$ cat config.mk
export PLATFORM = sky130hd
export DESIGN_NAME = shift_rows_stream
export DESIGN_NICKNAME = d
export VERILOG_FILES = /design/src/rtl/shift_rows_stream.sv
export SDC_FILE = /design/constraint.sdc
export NUM_CORES = 1
export LEC_CHECK = 0
export ABC_AREA = 0
export BUFFER_PORTS_ARGS = -buffer_cell sky130_fd_sc_hd__clkbuf_2
export CORE_ASPECT_RATIO = 1.75
export CORE_MARGIN = 8
export CORE_UTILIZATION = 45
export DETAILED_ROUTE_END_ITERATION = 10
export PLACE_DENSITY = 0.71
export RECOVER_POWER = 100
export SETUP_SLACK_MARGIN = 0.5
export SLEW_MARGIN = 20
export SYNTH_ARGS = -nofsm -noshare
export SYNTH_HDL_FRONTEND = slang
export SYNTH_SLANG_ARGS = --single-unit
export TNS_END_PERCENT = 30
$ cat constraint.sdc
create_clock -name clock -period 3.55 [get_ports clock]
set_input_delay 0.355 -clock clock [delete_from_list [all_inputs] [get_ports clock]]
set_output_delay 0.355 -clock clock [all_outputs]
set_load 0.01 [all_outputs]
$ cat src/rtl/shift_rows_stream.sv
// Byte-serial AES/Rijndael ShiftRows / InvShiftRows engine with ping-pong block buffers.
// One element per cycle in and out; direction is latched per block from the first element.
module shift_rows_stream #(
  parameter int DATA_W = 8,
  parameter int NB     = 4,
  parameter int SHIFT1 = 1,
  parameter int SHIFT2 = 2,
  parameter int SHIFT3 = 3
) (
  input  logic              clock,
  input  logic              reset,
  input  logic [DATA_W-1:0] in_data,
  input  logic              in_valid,
  output logic              in_ready,
  input  logic              inverse,
  output logic [DATA_W-1:0] out_data,
  output logic              out_valid,
  input  logic              out_ready,
  output logic              out_last
);

  localparam int L     = 4 * NB;
  localparam int IDX_W = $clog2(L);
  localparam int CW    = IDX_W - 2;
  localparam logic [IDX_W-1:0] LAST_IDX = IDX_W'(L - 1);
  localparam logic [CW:0]      NB_W     = (CW + 1)'(NB);

  if (!(NB == 4 || NB == 6 || NB == 8) ||
      SHIFT1 < 0 || SHIFT1 >= NB ||
      SHIFT2 < 0 || SHIFT2 >= NB ||
      SHIFT3 < 0 || SHIFT3 >= NB) begin : g_param_check
    $error("shift_rows_stream: NB must be 4, 6 or 8 and every row shift must be < NB");
  end

  logic [DATA_W-1:0] mem_q [2][L];
  logic [1:0]        full_q, full_d;
  logic [1:0]        mode_q, mode_d;
  logic              wr_bank_q, wr_bank_d;
  logic              rd_bank_q, rd_bank_d;
  logic [IDX_W-1:0]  wr_idx_q, wr_idx_d;
  logic [IDX_W-1:0]  rd_idx_q, rd_idx_d;

  logic              wr_fire, rd_fire;
  logic [CW-1:0]     rd_col;
  logic [1:0]        rd_row;
  logic [CW:0]       row_shift;
  logic [CW:0]       col_sum;
  logic [IDX_W-1:0]  src_idx;

  // Source element for the current output slot: rotate the row by its offset,
  // left for forward, right for inverse, wrapping modulo NB.
  always_comb begin
    rd_col = rd_idx_q[IDX_W-1:2];
    rd_row = rd_idx_q[1:0];
    case (rd_row)
      2'd1:    row_shift = (CW + 1)'(SHIFT1);
      2'd2:    row_shift = (CW + 1)'(SHIFT2);
      2'd3:    row_shift = (CW + 1)'(SHIFT3);
      default: row_shift = '0;
    endcase
    if (mode_q[rd_bank_q]) col_sum = {1'b0, rd_col} + NB_W - row_shift;
    else                   col_sum = {1'b0, rd_col} + row_shift;
    if (col_sum >= NB_W) col_sum = col_sum - NB_W;
    src_idx = {col_sum[CW-1:0], rd_row};
  end

  assign in_ready  = !reset && !full_q[wr_bank_q];
  assign out_valid = full_q[rd_bank_q];
  assign out_last  = out_valid && (rd_idx_q == LAST_IDX);
  assign out_data  = out_valid ? mem_q[rd_bank_q][src_idx] : '0;
  assign wr_fire   = in_valid && in_ready;
  assign rd_fire   = out_valid && out_ready;

  // NOTE: every _d gets its hold value first so no path leaves it unassigned (no latch).
  // A filling bank and a draining bank are always different, so their full bits never collide.
  always_comb begin
    full_d    = full_q;
    mode_d    = mode_q;
    wr_bank_d = wr_bank_q;
    rd_bank_d = rd_bank_q;
    wr_idx_d  = wr_idx_q;
    rd_idx_d  = rd_idx_q;

    if (wr_fire) begin
      if (wr_idx_q == '0) mode_d[wr_bank_q] = inverse;
      if (wr_idx_q == LAST_IDX) begin
        full_d[wr_bank_q] = 1'b1;
        wr_idx_d          = '0;
        wr_bank_d         = !wr_bank_q;
      end else begin
        wr_idx_d = wr_idx_q + 1'b1;
      end
    end

    if (rd_fire) begin
      if (rd_idx_q == LAST_IDX) begin
        full_d[rd_bank_q] = 1'b0;
        rd_idx_d          = '0;
        rd_bank_d         = !rd_bank_q;
      end else begin
        rd_idx_d = rd_idx_q + 1'b1;
      end
    end
  end

  // NOTE: sequential state uses non-blocking assignments so all registers update together.
  always_ff @(posedge clock) begin
    if (reset) begin
      full_q    <= '0;
      mode_q    <= '0;
      wr_bank_q <= 1'b0;
      rd_bank_q <= 1'b0;
      wr_idx_q  <= '0;
      rd_idx_q  <= '0;
    end else begin
      full_q    <= full_d;
      mode_q    <= mode_d;
      wr_bank_q <= wr_bank_d;
      rd_bank_q <= rd_bank_d;
      wr_idx_q  <= wr_idx_d;
      rd_idx_q  <= rd_idx_d;
    end
  end

  // NOTE: the data banks are not reset; a bank is only read after its full flag
  // is set, which implies every element of it was written first.
  always_ff @(posedge clock) begin
    if (wr_fire) mem_q[wr_bank_q][wr_idx_q] <= in_data;
  end

endmodule

==> results by stage <==
Run status:
- The run finished, with violations left.
- The final reports fail on capacitance limit, slew limit.

Job:
- The total of max-cap violations is 4.

Yosys:
- The cell taking the most area after synthesis is edfxtp_1.
- Counting flops with a built-in enable in the synthesized netlist gives 256.
- Yosys mapped the design onto 42 distinct sky130hd cell types.
- The synthesized netlist devotes 3.64% of its cell area to compound gates.
- The synthesized-area fraction occupied by and/or/nand/nor cells is 5.11%.
- The share of synthesized area spent on multiplexers is 13.7%.
- After synthesis, flip-flops and latches occupy 73.6% of the total area.
- The area fraction of the dominant cell type after synthesis is 70.8%.
- The Yosys warning count is 0.
- After synthesis, the largest family of logic cells by area is multiplexers.
- The mean cell area of the mapped netlist is 18.9 sq um.
- In the synthesized netlist, the number of instances is 574.
- The arithmetic-cell share of the synthesized area counting full adders, half adders and majority gates is 1.15%.
- The number of nets handed over by synthesis was 597.
- The synthesized netlist occupies a cell area of 10900 sq um.
- The xor/xnor cell area share of the yosys netlist is 0.876%.
- The most used flip-flop cell after synthesis is edfxtp_1.
- After synthesis, the share of flip-flops with an asynchronous set or reset is 0%.
- After synthesis the netlist holds a flip-flop and latch count of 271.
- Ranked by total cell area, the synthesized netlist is headed by edfxtp_1 71%, mux4_2 12%, dfxtp_1 2.8%.

STA:
- The summed negative setup slack over all endpoints is 0 ps.
- Setup violations remaining at the end of the flow were counted as 0.
- The share of the clock period used by the worst path after layout is 88.1%.
- The largest clock skew in the final design is 15.1 ps.
- The final worst-path setup slack is 423 ps.
- The routed design could run at a clock period as short as 3130 ps.
- For the pin with the worst max-slew slack, the measured transition is 1610 ps.
- The total count of max-transition violations in the final report came to 132.
- Derived from the worst setup path, the maximum achievable clock frequency is 320 MHz.
- The worst max-slew margin expressed relative to the limit is -7.03%.
- Setup repair after global routing left no endpoint under its margin.
- The final hold violation count is 0.

Global routing:
- The number of global-route vias before repair was 5533.
- The initial antenna violation count is 0.
- Entering global routing, the biggest net connects 46 pins.
- The total overflow left after global routing is 0.
- The first-pass GRT wire length is 34800 um.
- Across every metal layer, demand over resource in global routing totals 15.7%.

CTS:
- CTS built an H-tree with a depth of 1.
- The clock latency of the later-clocked register in the worst-skew pair is 500 ps.
- After clock tree synthesis, the clock-pin slew on the worst setup and hold paths is 70 ps.
- The TritonCTS buffer count is 22.
- The clock passes through at most 3 buffers.
- The number of buffers added to fix hold violations after cts is 0.
- The root buffer cell chosen for the clock tree is clkbuf_16.
- Counting every sink on the clock net gives 271.
- TritonCTS built the clock tree.

Final layout:
- The number of antenna diodes in the final layout is 0.
- The multi-input combinational cells in the finished layout cover a total of 2640 sq um.
- The final cell count without fillers is 946.
- In the final design database the tool counted 645 nets.
- Summing all non-filler instances in the final layout gives an area of 12100 sq um.
- The area growth from synthesis to layout is 11.1%.
- Leaving out fill and tap cells, the most frequent cell in the layout is edfxtp_1.
- Summing all flip-flop and latch instances after layout gives 8000 sq um.
- The layout filler cell count is 1917.
- The ratio of cells with drive above 1 in the final layout is 21.6%.
- The library cells used most frequently in the layout, excluding fill and tap cells, are 256 x edfxtp_1, 58 x mux4_2, 48 x nor2_1.

Worst setup path:
- The cell type of the slowest stage on the worst timing path is clkbuf_4.
- Walking the worst path, the cells encountered are clkbuf_4 -> ha_1 -> o21bai_1 -> xor2_1 -> xnor2_2 -> nand2_2 -> o2bb2ai_1 -> clkbuf_1.
- STA classifies the critical path startpoint as a flip-flop.
- On the worst path, the slowest cell contributes a delay of 610 ps.
- The cell family contributing the most delay on the critical path is buffers and inverters.
- The largest driver fanout on the critical path is 45.
- The critical path class is reg -> out.
- The worst setup path is captured at an output port.
- The number of buffers and inverters on the critical path is 2.
- The arrival time at the worst endpoint is 2770 ps.
- Data on the critical path is required at its endpoint by 3190 ps.

Die:
- The number of placed I/O pins is 24.
- The core region is 23800 sq um.
- The floorplan die height is 221 um.
- The number of rows in the core area is 75.
- The area enclosed by the die boundary is 29500 sq um.
- In this run the horizontal extent of the chip is 133 um.
- The initial utilization of the core area, before any placement, comes to 45.5%.

Power and ir drop:
- The maximum resistive drop on vdd is 0.351 mV.
- Overall power consumption after layout is estimated at 0.00591 W.
- The static leakage is 3.69 nW.
- For this design the ratio of total power to cell area is 490 nW/um^2.

Placement:
- After detailed placement, the design holds a cell count of 898.
- The global placement routability congestion is 0.890.
- The post-DP HPWL is 15900 um.
- The count of buffers added on input and output ports is 23.
- The pre-CTS setup slack is 608 ps.
- The placed instances occupy a cell area of 11400 sq um.

Detailed routing:
- Wires add up to 23300 um.
- The per-cell via count in the routed design is 5.70.
- The number of DRC violations after detailed routing is 0.
- Summing over every cut layer, the via total after detailed routing is 5394.
- The highest layer touched by signal routing is met4.
- The number of detailed-routing iterations run before antenna repair is 5.
- In this run the remaining antenna-violating nets after routing total 0.
- The wire length on met3 is 1350 um.
- For this block, wires on met1 add up to 8460 um.
- The detailed route wirelength on metal2 is 12900 um.
- The number of DRC markers in iteration 0 is 452.
- In the final routed layout, each cell accounts on average for 24.6 um.

Worst hold path:
- The kind of path behind the tightest hold check is in -> reg.
area by class of cell:
| class | instances | area share, % |
|---|---|---|
| repair buffers | 53 | 2.61 |
| clock inverters | 11 | 0.685 |
| well taps | 308 | 3.20 |
| clock buffers | 29 | 4.96 |
| inverters | 9 | 0.311 |
| flip-flops and latches | 271 | 66.3 |
| multi-input cells | 265 | 21.9 |
metal layers:
| metal | GRT usage, % | vias up |
|---|---|---|
| met5 | 0 | - |
| met2 | 28.3 | 193 |
| li1 | - | 2373 |
| met3 | 2.27 | 40 |
| met4 | 5.35 | 0 |
| met1 | 18.5 | 2788 |
Yosys cell counts (8+ instances only):
master       n
dfxtp_1     15
edfxtp_1   256
a21oi_1     16
nand2_1     34
mux2i_1     14
ha_1        10
inv_1        8
nor2_1      49
clkbuf_1    12
mux4_2      58
o2bb2ai_1    8
a22oi_1     22
kinds of logic (layout without fill, tap and decap cells):
logic type / after synthesis / after routing
and+or+nand+nor: 116 / 116
xor gates and xnor gates: 10 / 10
buffers and inverters: 38 / 102
AOI/OAI and AO/OA: 55 / 55
adders and majority gates: 10 / 10
DFF: 271 / 271
muxes: 74 / 74
worst paths after layout:
kind	cells after the start	from	end	slack, ps
min reg2reg	2	full_q[1]	full_q[1]	500
min	3	inverse	mode_q[0]	90
max	8	rd_idx_q[1]	out_data[7]	420
max reg2reg	5	wr_bank_q	full_q[0]	970
flip-flops by register name, summed over array words and instances, names as in the netlist, named ones only:
signal,count
rd_idx_q,4
mode_q,2
wr_idx_q,4
mem_q,256
wr_bank_q,1
rd_bank_q,1
full_q,2
report_power, final:
group / internal [W] / switching [W] / total, W
Sequential: 0.00350 / 0.00000361 / 0.00351
Clock: 0.00127 / 0.00104 / 0.00230
Combinational: 0.0000186 / 0.0000795 / 0.0000980
worst register-to-register path, delay by kind of cell (launching register included):
kind / cells / cell delay, ps
muxes: 1 / 350
DFF: 1 / 370
AOI/OAI and AO/OA: 1 / 230
and+or+nand+nor: 3 / 1530
what timing repair did:
action	CTS	global route
setup endpoints to repair	8	8
gates resized for setup	7	15
cloned	0	1
setup buffers	5	2
metrics by stage:
| step | hold WS, ps | utilization (%) |
|---|---|---|
| after floorplan | 453 | - |
| after global placement | 465 | 47.7 |
| after detailed placement | 479 | 47.7 |
| after CTS | 81.9 | 50.8 |
| after global routing | 108 | 50.6 |
| final | 94.8 | 50.6 |
Note: power is estimated with default switching activity, not from simulation.
